## config.mk

```make
export PLATFORM = sky130hd
export DESIGN_NAME = wb_stage
export DESIGN_NICKNAME = d
export VERILOG_FILES = /design/src/rtl/wb_stage.sv
export SDC_FILE = /design/constraint.sdc
export NUM_CORES = 1
export LEC_CHECK = 0
export ABC_CLOCK_PERIOD_IN_PS = 6600
export BUFFER_PORTS_ARGS = -buffer_cell sky130_fd_sc_hd__buf_2
export CORE_ASPECT_RATIO = 1.75
export CORE_UTILIZATION = 57
export CTS_BUF_LIST = sky130_fd_sc_hd__clkbuf_4 sky130_fd_sc_hd__clkbuf_8
export DETAILED_ROUTE_END_ITERATION = 12
export PLACE_DENSITY = 0.88
export SETUP_SLACK_MARGIN = 0.1
export SLEW_MARGIN = 20
export SYNTH_ARGS = -nofsm -noshare
export SYNTH_HDL_FRONTEND = slang
export SYNTH_SLANG_ARGS = --single-unit
```

## constraint.sdc

```tcl
create_clock -name clock -period 6.6 [get_ports clock]
set_input_delay 0.66 -clock clock [delete_from_list [all_inputs] [get_ports clock]]
set_output_delay 0.66 -clock clock [all_outputs]
set_load 0.02 [all_outputs]
```

## src/rtl/wb_stage.sv

```systemverilog
// Writeback stage: register file write port arbitration between the MW
// pipeline slot and a small queue of pending multdiv results.
module wb_stage #(
    parameter int PEND_DEPTH = 2
) (
    input  logic        clock,
    input  logic        ctrl_reset,
    input  logic [31:0] in_O,
    input  logic [31:0] in_D,
    input  logic [31:0] in_ir,
    input  logic [31:0] md_result,
    input  logic [4:0]  md_rd,
    input  logic        md_valid,
    output logic        md_accept,
    output logic        ctrl_writeEnable,
    output logic [4:0]  ctrl_writeReg,
    output logic [31:0] data_writeReg,
    output logic [2:0]  pend_count
);

    localparam logic [4:0] OP_R    = 5'b00000;
    localparam logic [4:0] OP_ADDI = 5'b00101;
    localparam logic [4:0] OP_LW   = 5'b01000;
    localparam logic [4:0] OP_JAL  = 5'b00011;
    localparam logic [4:0] OP_SETX = 5'b10101;
    localparam logic [4:0] ALU_MUL = 5'b00110;
    localparam logic [4:0] ALU_DIV = 5'b00111;

    typedef struct packed {
        logic [4:0]  rd;
        logic [31:0] data;
    } ent_t;

    ent_t       q     [PEND_DEPTH];
    ent_t       q_n   [PEND_DEPTH];
    logic [2:0] cnt;
    logic [2:0] cnt_n;

    logic [4:0]  opcode;
    logic [4:0]  alu_op;
    logic        slot_dec;
    logic [4:0]  slot_rd;
    logic [31:0] slot_data;
    logic        slot_we;
    logic        q_empty;
    logic        drain;
    logic        xfer;
    logic        direct;
    logic        enq;

    assign opcode = in_ir[31:27];
    assign alu_op = in_ir[6:2];

    always_comb begin
        slot_dec  = 1'b0;
        slot_rd   = in_ir[26:22];
        slot_data = in_O;
        unique case (1'b1)
            (opcode == OP_R) && (alu_op != ALU_MUL) && (alu_op != ALU_DIV):
                slot_dec = 1'b1;
            opcode == OP_ADDI:
                slot_dec = 1'b1;
            opcode == OP_LW: begin
                slot_dec  = 1'b1;
                slot_data = in_D;
            end
            opcode == OP_JAL: begin
                slot_dec = 1'b1;
                slot_rd  = 5'd31;
            end
            opcode == OP_SETX: begin
                slot_dec  = 1'b1;
                slot_rd   = 5'd30;
                slot_data = {5'b0, in_ir[26:0]};
            end
            default: ;
        endcase
    end

    // A write to r0 does not occupy the port, so the queue may drain.
    assign slot_we   = slot_dec && (slot_rd != 5'd0);
    assign q_empty   = (cnt == 3'd0);
    assign drain     = !slot_we && !q_empty;
    assign md_accept = !ctrl_reset && ((cnt < 3'(PEND_DEPTH)) || drain);
    assign xfer      = md_valid && md_accept;
    assign direct    = xfer && !slot_we && q_empty && (md_rd != 5'd0);
    assign enq       = xfer && !direct && (md_rd != 5'd0)
                     && !(slot_we && (md_rd == slot_rd));
    assign pend_count = cnt;

    always_comb begin
        ctrl_writeEnable = 1'b0;
        ctrl_writeReg    = 5'd0;
        data_writeReg    = 32'd0;
        if (!ctrl_reset) begin
            if (slot_we) begin
                ctrl_writeEnable = 1'b1;
                ctrl_writeReg    = slot_rd;
                data_writeReg    = slot_data;
            end else if (drain) begin
                ctrl_writeEnable = 1'b1;
                ctrl_writeReg    = q[0].rd;
                data_writeReg    = q[0].data;
            end else if (direct) begin
                ctrl_writeEnable = 1'b1;
                ctrl_writeReg    = md_rd;
                data_writeReg    = md_result;
            end
        end
    end

    // Survivors are compacted toward slot 0 so the head is always valid.
    always_comb begin
        int idx;
        logic keep;
        q_n = q;
        idx = 0;
        for (int i = 0; i < PEND_DEPTH; i++) begin
            keep = (3'(i) < cnt) && !(drain && (i == 0))
                 && !(slot_we && (q[i].rd == slot_rd));
            if (keep) begin
                for (int k = 0; k < PEND_DEPTH; k++)
                    if (k == idx) q_n[k] = q[i];
                idx = idx + 1;
            end
        end
        if (enq) begin
            for (int k = 0; k < PEND_DEPTH; k++)
                if (k == idx) q_n[k] = '{rd: md_rd, data: md_result};
            idx = idx + 1;
        end
        cnt_n = 3'(idx);
    end

    always_ff @(posedge clock) begin
        if (ctrl_reset) begin
            cnt <= 3'd0;
            for (int i = 0; i < PEND_DEPTH; i++) q[i] <= '0;
        end else begin
            cnt <= cnt_n;
            for (int i = 0; i < PEND_DEPTH; i++) q[i] <= q_n[i];
        end
    end

endmodule

```

Word level (Yosys, flattened, before mapping) --
Index checks and enable logic that the tools add are counted.
Storage, ports and cells: input bits 136, register bits 77, output and inout bits 42
Cells by class: reductions and logical operators 34, equality and inequality tests 10, add/subtract/negate cells 2, muxes and demuxes 23, magnitude comparators 3
Operator list (count):
- 32-bit 2-to-1 mux | 5
- 74-bit 2-to-1 mux | 2
- 37-bit 2-to-1 mux | 3
- 32-bit logical NOT | 2
- 32-bit case mux with 2 select lines | 1
- 32-bit by 2-bit adder with 32-bit output (second input constant) | 1
- 2-bit by 32-bit equality test with 1-bit output (first input constant) | 1
- 5-bit 2-to-1 mux | 4
- 1-bit logical AND | 18
- 5-bit equality test | 3
- 5-bit by 3-bit != test with 1-bit output (second input constant) | 2
- 5-bit case mux with 2 select lines | 1
- 5-bit nonzero test | 2
- 1-bit logical NOT | 8
- 1-bit by 3-bit < comparator with 1-bit output (first input constant) | 2
- 1-bit 2-to-1 mux | 6
- 5-bit by 2-bit equality test with 1-bit output (second input constant) | 1
- 5-bit by 3-bit equality test with 1-bit output (second input constant) | 1
- 5-bit by 4-bit equality test with 1-bit output (second input constant) | 1
- 5-bit equality test (second input constant) | 1
- 5-bit logical NOT | 1
- 5-bit OR reduction | 1
- 3-bit by 2-bit adder with 3-bit output (second input constant) | 1
- 3-bit logical NOT | 1
- 3 further kinds | 3

Depth between registers and ports, before layout --
word-level depth 19, depth in mapped cells 16, mapped depth without buffers 12

Least setup slack after synthesis --
No wires, ideal clock.
kind input -> register, from input port in_ir[26], to register q[69] (netlist name), path slack 2961 ps, arrival 3566 ps, required time 6527 ps, cell stages on the path 15, buffers on the path 4, library setup time 73 ps, path through buf_2 or4_1 o32ai_2 nor4bb_1 a31oi_1 clkbuf_1 inv_1 ha_1 inv_1 a2111oi_2 o211ai_1 buf_2 clkbuf_1 nand3b_1 o211ai_2
Between the ends: word-level cells in the longest chain between the ends 16, elaborated cells between the ends (all ways) 37, classes of those cells add/sub: 1; eq/ne: 3; mux: 7; reduce/logical: 26
Ends and longest elaborated chain:
- from (decl) | line 10 | input logic [31:0] in_ir,
- 5-bit case mux with 2 select lines * | line 58 | unique case (1'b1)
- parallel branches: the longest is 14 deep, another holds 32-bit by 2-bit adder with 32-bit output
- 74-bit 2-to-1 mux * | line 127 | if (enq) begin
Mark *: on every way between the ends. A chain may end at the register's enable or synchronous reset.

Final worst setup path --
from input port in_ir[24], to register q[64] (netlist name)
Between the ends: word-level cells in the longest chain between the ends 16, elaborated cells between the ends (all ways) 37, classes of those cells add/sub: 1; eq/ne: 3; mux: 7; reduce/logical: 26
Ends and longest elaborated chain (line):
- 5-bit case mux with 2 select lines * | 58
- parallel branches: the longest is 14 deep, another holds 32-bit by 2-bit adder with 32-bit output
- 74-bit 2-to-1 mux * | 127
Marked as above.

==> flow_summary.ini <==
[timing]
finalSetupTns_ns = 0
fin_crit_ns = 4.68
finalHoldViolCount = 0
worst_slew_pin_slew_ns = 1.08
finalCritPeriodShare_pct = 70.8
holdWs_ns = 0.496
setup_viol = 0
maxSlewViolCount = 0
setup_slack_ns = 1.92
slew_headroom_pct = 27.8
rsz0062_at_grt = no
max_freq_mhz = 214
clock-skew-final_ns = 0.00885

[yosys]
syn_inst = 647
synth-adder-area-share_pct = 0.676
async_flop_share_pct = 0
synth-xor-area-share_pct = 1.42
synth_area_leaders = dfxtp_1 (28%), mux2i_1 (14%), a211oi_1 (8.7%), o211ai_2 (6.8%), nand3b_1 (5.1%)
syn_area_sq_um = 5550
yosysWarnings = 0
synth_seq_cells = 77
yosys.area_share.simple_pct = 24.8
synth-compound-area-share_pct = 25.3
ys_types = 52
synth_top_family_by_area = compound AO/OA/AOI/OAI gates
syn_nets = 786
yosysTopAreaCellShare_pct = 27.8
yosysSeqAreaShare_pct = 27.8
synth_top_area_cell = dfxtp_1
synth-main-ff-cell = dfxtp_1
synth_edf_count = 0
synthMuxAreaShare_pct = 13.9
syn_avg_cell_area_sq_um = 8.58

[clock_tree]
cts.clk_slew.worst_paths_ns = 0.08
cts_root_buffer = clkbuf_8
cts_buffer_depth = 2
tritoncts = yes
ctsResizeCount = 0
htree_levels = 3
cts_buffers = 9
postCtsHoldBufs = 0
clkLatencyLatePin_ns = 0.37
cts.sink_count = 77
postCtsSetupBuffers = 0

[layout]
area_delta_synth_final_pct = 19.1
final_cell_mix = buf_2 (177), mux2i_1 (77), dfxtp_1 (77)
final_common_cell = buf_2
num-fill-cells = 734
drive_gt1_share_pct = 32.1
fin_area_sq_um = 6610
seq_area_sq_um = 1540
nets = 913
multi_input_area_sq_um = 3720

[critical_path]
cp.arrival_ns = 4.98
r2r-end = q[64]
crit_chain = buf_2, or4_1, o32ai_4, buf_4, a311o_2, ha_1, inv_1, a2111oi_2, o211a_2, nand2_1, o211ai_2
timing.rr.start = q[34]
required_ns = 6.90
critical_path.top_delay_family = compound AO/OA/AOI/OAI gates
path_class = in -> reg
worstSetupEndpointType = flip-flop
start_kind = input port
ff2ff_path_depth = 13
worst-path-max-fanout = 79
worst-path-buf-inv = 3
critPathSlowestCell = o211a_2
cpPeakStageDelay_ns = 0.83
r2r_setup_slack_ns = 2.75

[drt]
firstDrtPassIters = 5
vias = 5857
drc = 0
wl_per_cell_um = 19.1
wl_um = 17200
drtAntennaViolNets = 0
vias_per_cell = 6.49
drt_iter0_markers = 498

[place]
dp_hpwl_um = 11600
place_area_sq_um = 6400
routabilityCongestion = 0.889
io_buffers = 177
place_ws_ns = 1.64

[global_routing]
antenna_found_initial = 1
grt_max_degree = 118
grt_pass1_wl_um = 27600
grt_use_total_pct = 33.9
globalRouteOverflowTotal = 0
first_global_vias = 5776

[floorplan]
dieArea_sq_um = 10200
core-area_sq_um = 9470
start_util_pct = 58.6
die_h_um = 133
fp.dieW_um = 76.6
pin_count = 178
num_rows = 47

[power]
p_leak_uw = 0.00328
peakVddDrop_uv = 114
power_density_nw_per_um2 = 159
power_uw = 1050

[worst_hold_path]
hold_end = q[15]
hold_start = q[15]
holdCritPathClass = reg -> reg
holdPathStages = 2

[flow_run]
maxCapViolCount = 0

[run_status]
status = completed
## registers in the layout, indices dropped and copies added (netlist names)
register    flops
q              74
pend_count      3
## logic make-up (layout without fill, tap and decap cells)
family | after synthesis | after routing
simple gates | 244 | 244
compound gates | 160 | 160
mux | 77 | 77
flops | 77 | 77
buf+inv | 77 | 209
xor+xnor | 9 | 9
fa+ha+maj | 3 | 3
other cells | 0 | 1
## stage by stage
| step | instances | util [%] |
|---|---|---|
| 2_1_floorplan | 647 | - |
| 3_3_place_gp | 885 | 67.6 |
| 3_5_place_dp | 885 | 67.6 |
| 4_1_cts | 901 | 69.8 |
| 5_1_grt | 901 | 69.8 |
| 6_report | 902 | 69.9 |
## cells in the mapped netlist (2+ instances only)
master	n
buf_6	5
a22o_1	27
xor2_1	6
nor2_1	51
ha_1	3
or3_1	2
dfxtp_1	77
o211ai_2	30
nor2b_1	38
o2111ai_1	2
a221oi_1	5
buf_1	6
nor4_1	4
a311o_1	3
nand2_1	41
clkbuf_1	49
o21ai_0	5
xnor2_1	3
nor3b_1	2
or4bb_1	2
o211ai_1	9
nand2b_1	2
nand3b_1	38
mux2i_1	77
a211oi_1	64
or2_2	2
nor4bb_1	2
or4_1	3
a21oi_1	6
nand4_1	40
nand3_1	2
buf_2	9
nor3_1	7
inv_1	6
buf_4	2
## worst min-delay path, stage by stage, from the launching register on
cell and delay [ns]:
dfxtp_1 0.32, mux2i_1 0.07, nor2_1 0.07
## final cells by class
class                   count  area share (%)
diodes                      1          0.0378
clock buffers              13            2.52
clock inverters             3           0.662
inverters                   6           0.341
multi-input cells         493            56.3
flip-flops and latches     77            23.3
well taps                 122            2.31
repair buffers            187            14.5
## power by group
group / total (uW) / switching, uW / internal (uW)
clock: 384 / 180 / 204
sequential: 472 / 3.33 / 469
combinational: 196 / 119 / 77.2
## routing by layer
layer | vias to the layer above | part of all wire [%] | routed length, um | track usage [%]
met5 | - | 0 | 0 | 0
met4 | 0 | 4.7 | 809 | 22.3
met3 | 76 | 7.2 | 1240 | 6.07
met2 | 305 | 51 | 8700 | 58.6
met1 | 2780 | 37 | 6440 | 37.5
li1 | 2696 | - | - | -
## how the worst max path moves through the flow
stage            end  cells after the start  startpoint
5_1_grt        q[61]                     11   in_ir[24]
3_3_place_gp   q[51]                     11   in_ir[24]
4_1_cts        q[37]                     11   in_ir[24]
6_report       q[64]                     11   in_ir[24]
2_1_floorplan  q[69]                     15   in_ir[26]
3_5_place_dp   q[37]                     11   in_ir[24]
No activity file was read; power rests on OpenSTA's default activity.
